`src/rtl/johnson_counter_param.sv`:
```
// Parametrised Johnson (twisted-ring) counter.
// 2*WIDTH states per ring cycle, with enable, up/down stepping, load by state
// index, binary/one-hot decode of the current state, and registered wrap and
// load-error pulses.
module johnson_counter_param #(
    parameter int WIDTH = 4,
    parameter int IW    = $clog2(2 * WIDTH)
) (
    input  logic                 clk,
    input  logic                 reset,
    input  logic                 en,
    input  logic                 dir,
    input  logic                 load,
    input  logic [IW-1:0]        load_idx,
    output logic [WIDTH-1:0]     q,
    output logic [IW-1:0]        idx,
    output logic [2*WIDTH-1:0]   phase,
    output logic                 wrap,
    output logic                 ld_err
);

    localparam int            N    = 2 * WIDTH;
    localparam logic [IW-1:0] LAST = IW'(N - 1);

    logic [WIDTH-1:0] q_q, q_d;
    logic             wrap_q, wrap_d;
    logic             ld_err_q, ld_err_d;

    // Ring pattern for state index k: the first WIDTH+1 states fill ones in
    // from the MSB, the remaining states drain them out toward the LSB.
    function automatic logic [WIDTH-1:0] ring_pattern(input logic [IW-1:0] k);
        logic [WIDTH-1:0] p;
        int               kk;
        kk = int'(k);
        p  = '0;
        for (int i = 0; i < WIDTH; i++) begin
            if (kk <= WIDTH) begin
                p[i] = (i >= WIDTH - kk);
            end else begin
                p[i] = (i < N - kk);
            end
        end
        return p;
    endfunction

    // Index of a legal ring pattern: with the MSB set the index equals the
    // number of ones; otherwise the ones are draining and the index counts
    // back from N.
    function automatic logic [IW-1:0] ring_index(input logic [WIDTH-1:0] s);
        int ones;
        ones = 0;
        for (int i = 0; i < WIDTH; i++) begin
            ones = ones + int'(s[i]);
        end
        if (s[WIDTH-1]) begin
            return IW'(ones);
        end else if (ones == 0) begin
            return '0;
        end else begin
            return IW'(N - ones);
        end
    endfunction

    // Decode is purely a function of the held state.
    always_comb begin
        idx   = ring_index(q_q);
        phase = {{(N-1){1'b0}}, 1'b1} << idx;
    end

    // Next-state selection: load beats stepping; an out-of-range load holds.
    always_comb begin
        q_d      = q_q;
        wrap_d   = 1'b0;
        ld_err_d = 1'b0;
        if (load) begin
            if (int'(load_idx) < N) begin
                q_d = ring_pattern(load_idx);
            end else begin
                ld_err_d = 1'b1;
            end
        end else if (en) begin
            if (!dir) begin
                q_d    = {~q_q[0], q_q[WIDTH-1:1]};
                wrap_d = (idx == LAST);
            end else begin
                q_d    = {q_q[WIDTH-2:0], ~q_q[WIDTH-1]};
                wrap_d = (idx == '0);
            end
        end
    end

    // State and pulse registers with synchronous reset.
    always_ff @(posedge clk) begin
        if (reset) begin
            q_q      <= '0;
            wrap_q   <= 1'b0;
            ld_err_q <= 1'b0;
        end else begin
            q_q      <= q_d;
            wrap_q   <= wrap_d;
            ld_err_q <= ld_err_d;
        end
    end

    assign q      = q_q;
    assign wrap   = wrap_q;
    assign ld_err = ld_err_q;

endmodule
```
`config.mk`:
```
export PLATFORM = sky130hd
export DESIGN_NAME = johnson_counter_param
export DESIGN_NICKNAME = d
export VERILOG_FILES = /design/src/rtl/johnson_counter_param.sv
export SDC_FILE = /design/constraint.sdc
export NUM_CORES = 1
export LEC_CHECK = 0
export ABC_AREA = 1
export BUFFER_PORTS_ARGS = -buffer_cell sky130_fd_sc_hd__clkbuf_2
export CAP_MARGIN = 20
export CORE_AREA = 2 2 39 41
export DETAILED_ROUTE_END_ITERATION = 10
export DIE_AREA = 0 0 41 43
export GPL_ROUTABILITY_DRIVEN = 1
export GPL_TIMING_DRIVEN = 0
export PLACE_DENSITY_LB_ADDON = 0.05
export SLEW_MARGIN = 20
export SYNTH_ARGS = -nofsm -noshare
export SYNTH_HDL_FRONTEND = slang
export SYNTH_SLANG_ARGS = --single-unit
```
`constraint.sdc`:
```
create_clock -name clk -period 6.8 [get_ports clk]
set_input_delay 1.36 -clock clk [delete_from_list [all_inputs] [get_ports clk]]
set_output_delay 1.36 -clock clk [all_outputs]
set_load 0.02 [all_outputs]
```
==> impl_metrics.py, run 1 <==
metrics = {
    "power": {
        "p_int_mw": 0.0986,
        "p_leak_nw": 0.465,
        "p_seq_share_pct": 17.6,
        "switching_power_mw": 0.105,
        "power_frac_clock_pct": 17.1,
        "ir_drop_mv": 0.131,
        "power_density_mw_per_mm2": 251,
        "power.share.combinational_pct": 65.3,
        "power_switching_share_pct": 51.6,
    },
    "die": {
        "initial_core_util_pct": 46.9,
        "die_w_um": 41,
        "row_count": 14,
        "design.core.area_mm2": 0.00138,
        "die-area_mm2": 0.00176,
        "die_h_um": 43,
        "pin_count": 25,
    },
    "placement": {
        "gp_congestion": 0.856,
        "port_buffers": 23,
        "hpwl_um": 1170,
        "dp_slack_ns": 3.12,
        "dp.cells": 145,
    },
    "clock_network": {
        "cts_root_buf": "clkbuf_4",
        "cts_resized": 0,
        "clk_latency_ns": 0.24,
        "cts_setup_buffers": 0,
        "clk_pin_slew_ns": 0.04,
        "htree_num_levels": 1,
        "numCtsBuffers": 3,
        "cts_sinks": 5,
        "cts_max_path_buffers": 2,
        "tritoncts": "yes",
        "hold_buffers": 0,
    },
    "worst_hold_path": {
        "whs_path_depth": 4,
        "worst_hold_path_type": "reg2reg",
        "min_from": "q[1]",
        "hold_end": "q[1]",
    },
    "grt": {
        "grt_pass1_vias": 639,
        "antenna_found_initial": 0,
        "overflow": 0,
        "track_usage_pct": 19.9,
        "grt_max_degree": 9,
        "grt_pass1_wl_um": 2370,
    },
    "yosys": {
        "synthDistinctLibCells": 21,
        "syn_area_per_cell_um2": 6.13,
        "synth_seq_cells": 5,
        "ys_seq_area_share_pct": 15.4,
        "synthCells": 106,
        "synth_fp_nets": 124,
        "synth_area_um2": 649,
        "yosys_warnings": 0,
    },
    "sta": {
        "fin_crit_ns": 3.94,
        "slew_violations": 0,
        "setup-violations-final": 0,
        "grt_setup_unrepaired": "no",
        "fin_setup_tns_ns": 0,
        "hold_viol": 0,
        "finalCritPeriodShare_pct": 57.9,
        "hold_ws_ns": 0.658,
        "fmax_ghz": 0.254,
        "fin_skew_ns": 0.00268,
        "worst_slack_ns": 2.86,
    },
    "routing": {
        "drtAntennaViolNets": 0,
        "viasPerCell": 5.11,
        "route.detailed.drc": 0,
        "wl_met1_um": 647,
        "wire_per_inst_um": 9.62,
        "dr.max_layer_used": "met3",
        "dr.pass1.iters": 4,
        "drtIter0Drc": 10,
        "via_count": 761,
        "met2_length_um": 675,
        "drt-total-wl_um": 1430,
        "wl_met3_um": 110,
    },
    "flow_run": {
        "drv_cap": 0,
    },
    "layout": {
        "drive_above_1_share_pct": 23.3,
        "fin_nets": 152,
        "area_delta_synth_final_pct": 24.9,
        "nFillCells": 161,
        "diodes": 0,
        "final_cell_count_no_fill": 149,
    },
    "critical_path": {
        "worstReg2RegStart": "q[3]",
        "r2r_cells": 12,
        "crit_arrival_ns": 2.58,
        "crit_required_ns": 5.44,
        "end_kind": "output pin",
        "r2r_end": "wrap",
        "crit_type": "reg2out",
        "cp-start-kind": "flop",
        "worstPathMaxFanout": 8,
        "reg2reg_slack_ns": 4.49,
    },
    "status": {
        "outcome": "finished, final reports clean",
    },
}
==> power by group through the flow <==
| stage | logic (mW) | registers (mW) | clock network (mW) |
|---|---|---|---|
| CTS | 0.135 | 0.0358 | 0.0362 |
| detailed placement | 0.134 | 0.0364 | 0 |
| global placement | 0.132 | 0.0363 | 0 |
| floorplan | 0.0953 | 0.0384 | 0 |
| finish | 0.133 | 0.0359 | 0.0348 |
| global route | 0.152 | 0.0363 | 0.0391 |
==> area by class of cell <==
cell class | count | area, um^2 | share of cell area (%)
Multi-Input combinational cell | 80 | 467 | 57.6
Sequential cell | 5 | 100 | 12.3
Inverter | 20 | 75.1 | 9.26
Clock buffer | 4 | 26.3 | 3.24
Buffer | 1 | 7.51 | 0.926
Timing Repair Buffer | 23 | 115 | 14.2
Tap cell | 16 | 20.0 | 2.47
==> cells in the mapped netlist <==
master	count	share of area, %
nor3_1	1	0.77
nand3_1	5	3.9
inv_1	19	11
nand2_1	21	12
a22oi_1	2	2.3
nor2_2	1	0.96
conb_1	1	0.58
nor2_1	15	8.7
o21ai_4	1	2.5
o211ai_1	1	1.2
nand3b_1	1	1.2
o31ai_1	1	1.2
dfxtp_1	5	15
ha_1	9	17
o21ai_0	8	6.2
a21oi_1	10	7.7
o21ai_2	1	1.3
and2_1	1	0.96
buf_4	1	1.2
inv_2	1	0.58
fa_1	1	3.1
==> worst max path at each step <==
stage,startpoint,endpoint,slack [ns]
6_report,q[3],phase[7],2.86
5_1_grt,q[3],phase[4],2.67
4_1_cts,q[3],phase[7],2.85
3_5_place_dp,q[3],phase[4],3.12
3_3_place_gp,q[3],phase[7],3.15
2_1_floorplan,q[3],phase[4],2.91
==> metrics by stage <==
step | cell area, um^2 | total power [mW] | util [%]
5_1_grt | 811 | 0.227 | 58.6
2_1_floorplan | 649 | 0.134 | -
4_1_cts | 811 | 0.207 | 58.6
3_3_place_gp | 785 | 0.169 | 56.7
3_5_place_dp | 785 | 0.170 | 56.7
6_report | 811 | 0.204 | 58.6
==> sequential cells by signal, summed over array words and instances, names as in the netlist <==
signal  flops
q           4
wrap        1
==> layout by cell type (no fill, tap or decap) <==
master	count
o21ai_4	1
o211ai_1	1
nor2_2	1
clkbuf_1	1
buf_4	1
o21ai_2	1
clkbuf_4	3
inv_1	19
inv_2	1
dfxtp_1	5
clkbuf_2	23
and2_1	1
ha_1	9
nor3_1	1
nand3b_1	1
a21oi_1	10
fa_1	1
a22oi_1	2
o31ai_1	1
nand2_1	21
o21ai_0	8
nand3_1	5
conb_1	1
nor2_1	15
==> critical path, cell delays in order, from the launching register on <==
cell and delay, ns:
dfxtp_1 0.50, fa_1 0.53, ha_1 0.21, ha_1 0.33, inv_1 0.05, nand2_1 0.08
and2_1 0.14, nor2_1 0.05, nor2_2 0.13, inv_1 0.06, nor2_1 0.10, clkbuf_2 0.17
==> metal layers <==
metal	up-vias	track usage, %
li1	393	-
met1	339	21.1
met2	29	32.2
met3	0	9.42
met4	0	8.00
met5	-	0
==> cells by family after synthesis <==
family                     Yosys count  synth area share, %
AOI/OAI and AO/OA                   24                 22.4
adders and majority gates           10                 20.4
buffers and inverters               21                 12.7
DFF                                  5                 15.4
other                                1                0.577
and+or+nand+nor                     45                 28.5
(Power assumes the default switching activity.)
==> run 2, diff against run 1 <==
--- a/config.mk
+++ b/config.mk
@@ -8,9 +8,9 @@
 export ABC_AREA = 1
 export BUFFER_PORTS_ARGS = -buffer_cell sky130_fd_sc_hd__clkbuf_2
 export CAP_MARGIN = 20
-export CORE_AREA = 2 2 39 41
+export CORE_MARGIN = 2
+export CORE_UTILIZATION = 47
 export DETAILED_ROUTE_END_ITERATION = 10
-export DIE_AREA = 0 0 41 43
 export GPL_ROUTABILITY_DRIVEN = 1
 export GPL_TIMING_DRIVEN = 0
 export PLACE_DENSITY_LB_ADDON = 0.05
==> constraint.sdc (replaced) <==
create_clock -name clk -period 3.7 [get_ports clk]
set_input_delay 0.74 -clock clk [delete_from_list [all_inputs] [get_ports clk]]
set_output_delay 0.74 -clock clk [all_outputs]
set_load 0.02 [all_outputs]
==> run 2 against run 1 <==
  * Combinational power increased by 85%
  * Total power up 85%
  * Count of clock-buffer cells in the layout is the same
  * First-iteration DRC count did not move
  * Critical endpoint is now phase[4]
  * Highest routed layer unchanged
==> impl_metrics.py, run 2 (synthesis results as in run 1) <==
metrics = {
    "die": {
        "die_w_um": 41.2,
        "die_h_um": 41.2,
        "initial_core_util_pct": 49.9,
        "pin_count": 25,
        "die-area_mm2": 0.00169,
        "design.core.area_mm2": 0.00130,
        "row_count": 13,
    },
    "placement": {
        "port_buffers": 23,
        "hpwl_um": 1210,
        "gp_congestion": 0.780,
    },
    "sta": {
        "fmax_ghz": 0.303,
        "hold_viol": 0,
        "setup-violations-final": 0,
        "fin_setup_tns_ns": 0,
        "grt_setup_unrepaired": "no",
        "fin_crit_ns": 3.30,
        "slew_violations": 0,
        "hold_ws_ns": 0.643,
        "finalCritPeriodShare_pct": 89.2,
        "fin_skew_ns": 0.0133,
    },
    "layout": {
        "fin_nets": 152,
        "multiInputGateArea_um2": 467,
        "drive_above_1_share_pct": 23.3,
        "final_common_cell": "clkbuf_2",
        "nFillCells": 135,
        "diodes": 0,
        "most-common-layout-cells": "clkbuf_2, nand2_1, inv_1",
        "largest_register_ffs": 4,
        "area_delta_synth_final_pct": 24.7,
        "register_area_um2": 100,
    },
    "critical_path": {
        "slowest_delay_ns": 0.52,
        "r2r_end": "wrap",
        "crit_chain": "fa_1 > ha_1 > inv_1 > nand3_1 > nand2_1 > nand2_1 > nand2_1 > inv_1 > nor3_1 > clkbuf_2",
        "path_buf_inv": 3,
        "cpMostUsedCell": "nand2_1",
        "worstReg2RegStart": "q[3]",
        "r2r_cells": 12,
        "startpoint": "q[3]",
        "end_kind": "output pin",
        "cp-start-kind": "flop",
        "crit_required_ns": 2.96,
        "worstPathMaxFanout": 8,
        "crit_slowest_cell": "fa_1",
        "reg2reg_slack_ns": 1.43,
        "cp_top_family": "adder cells",
        "crit_type": "reg2out",
        "crit_arrival_ns": 2.56,
    },
    "worst_hold_path": {
        "whs_path_depth": 4,
        "min_from": "q[1]",
        "hold_end": "q[1]",
        "worst_hold_path_type": "reg2reg",
    },
    "clock_network": {
        "clk_latency_ns": 0.25,
        "cts_resized": 0,
        "htree_num_levels": 1,
        "cts_setup_buffers": 0,
        "cts_sinks": 5,
        "hold_buffers": 0,
        "cts_root_buf": "clkbuf_4",
        "numCtsBuffers": 3,
        "cts_max_path_buffers": 2,
        "tritoncts": "yes",
        "clk_pin_slew_ns": 0.05,
    },
    "routing": {
        "wl_met1_um": 636,
        "via_count": 715,
        "drtIter0Drc": 10,
        "dr.pass1.iters": 4,
        "dr.max_layer_used": "met3",
        "drt-total-wl_um": 1420,
        "viasPerCell": 4.83,
        "wire_per_inst_um": 9.60,
        "drtAntennaViolNets": 0,
        "wl_met3_um": 75,
        "met2_length_um": 708,
        "route.detailed.drc": 0,
    },
    "grt": {
        "track_usage_pct": 19.5,
        "grt_pass1_vias": 588,
        "grt_pass1_wl_um": 2180,
        "grt_max_degree": 9,
        "overflow": 0,
        "antenna_found_initial": 0,
    },
    "power": {
        "ir_drop_mv": 0.191,
        "p_leak_nw": 0.465,
        "power_density_mw_per_mm2": 467,
    },
    "status": {
        "outcome": "finished, final reports clean",
    },
    "flow_run": {
        "drv_cap": 0,
    },
}
## run 2: cell counts in the layout (fill, tap and decap cells not counted)
Identical to the previous run, type by type.
## run 2: how the worst max path moves through the flow
| stage | slack, ns | end | depth (start not counted) |
|---|---|---|---|
| 3_3_place_gp | 0.68 | phase[7] | 11 |
| 3_5_place_dp | 0.61 | phase[4] | 10 |
| 2_1_floorplan | 0.43 | phase[4] | 9 |
| 6_report | 0.40 | phase[4] | 10 |
| 4_1_cts | 0.34 | phase[4] | 10 |
| 5_1_grt | 0.17 | phase[4] | 10 |
## run 2: area by class of cell
cell class,instances,share of cell area [%]
tap,15,2.32
buffer,1,0.927
timing repair buffer,23,14.2
clock buffer,4,3.25
multi-input combinational,80,57.7
inverter,20,9.27
sequential,5,12.4
## run 2: metal layers
| metal | global-route usage [%] | vias to the layer above |
|---|---|---|
| met2 | 39.5 | 20 |
| met1 | 19.0 | 302 |
| met4 | 2.42 | 0 |
| li1 | - | 393 |
| met3 | 6.52 | 0 |
| met5 | 0 | - |
## run 2: per-stage QoR
| step | utilization, % | total power [mW] | cells | area [um^2] | setup slack [ns] |
|---|---|---|---|---|---|
| 2_1_floorplan | - | 0.246 | 106 | 649 | 0.427 |
| 3_3_place_gp | 60.2 | 0.309 | 144 | 783 | 0.676 |
| 3_5_place_dp | 60.2 | 0.315 | 144 | 783 | 0.605 |
| 4_1_cts | 62.2 | 0.384 | 148 | 810 | 0.343 |
| 5_1_grt | 62.2 | 0.418 | 148 | 810 | 0.172 |
| 6_report | 62.2 | 0.378 | 148 | 810 | 0.399 |
## run 2: report_power, final
group	leakage, nW	internal [mW]	switching [mW]
Sequential	0.0414	0.0586	0.00686
Combinational	0.409	0.0815	0.165
Clock	0.0150	0.0409	0.0251
## run 2: worst min-delay path, stage by stage (launching register included)
cell and delay, ns:
dfxtp_1 0.33, inv_1 0.09, a21oi_1 0.07, nand2_1 0.07
a21oi_1 0.04
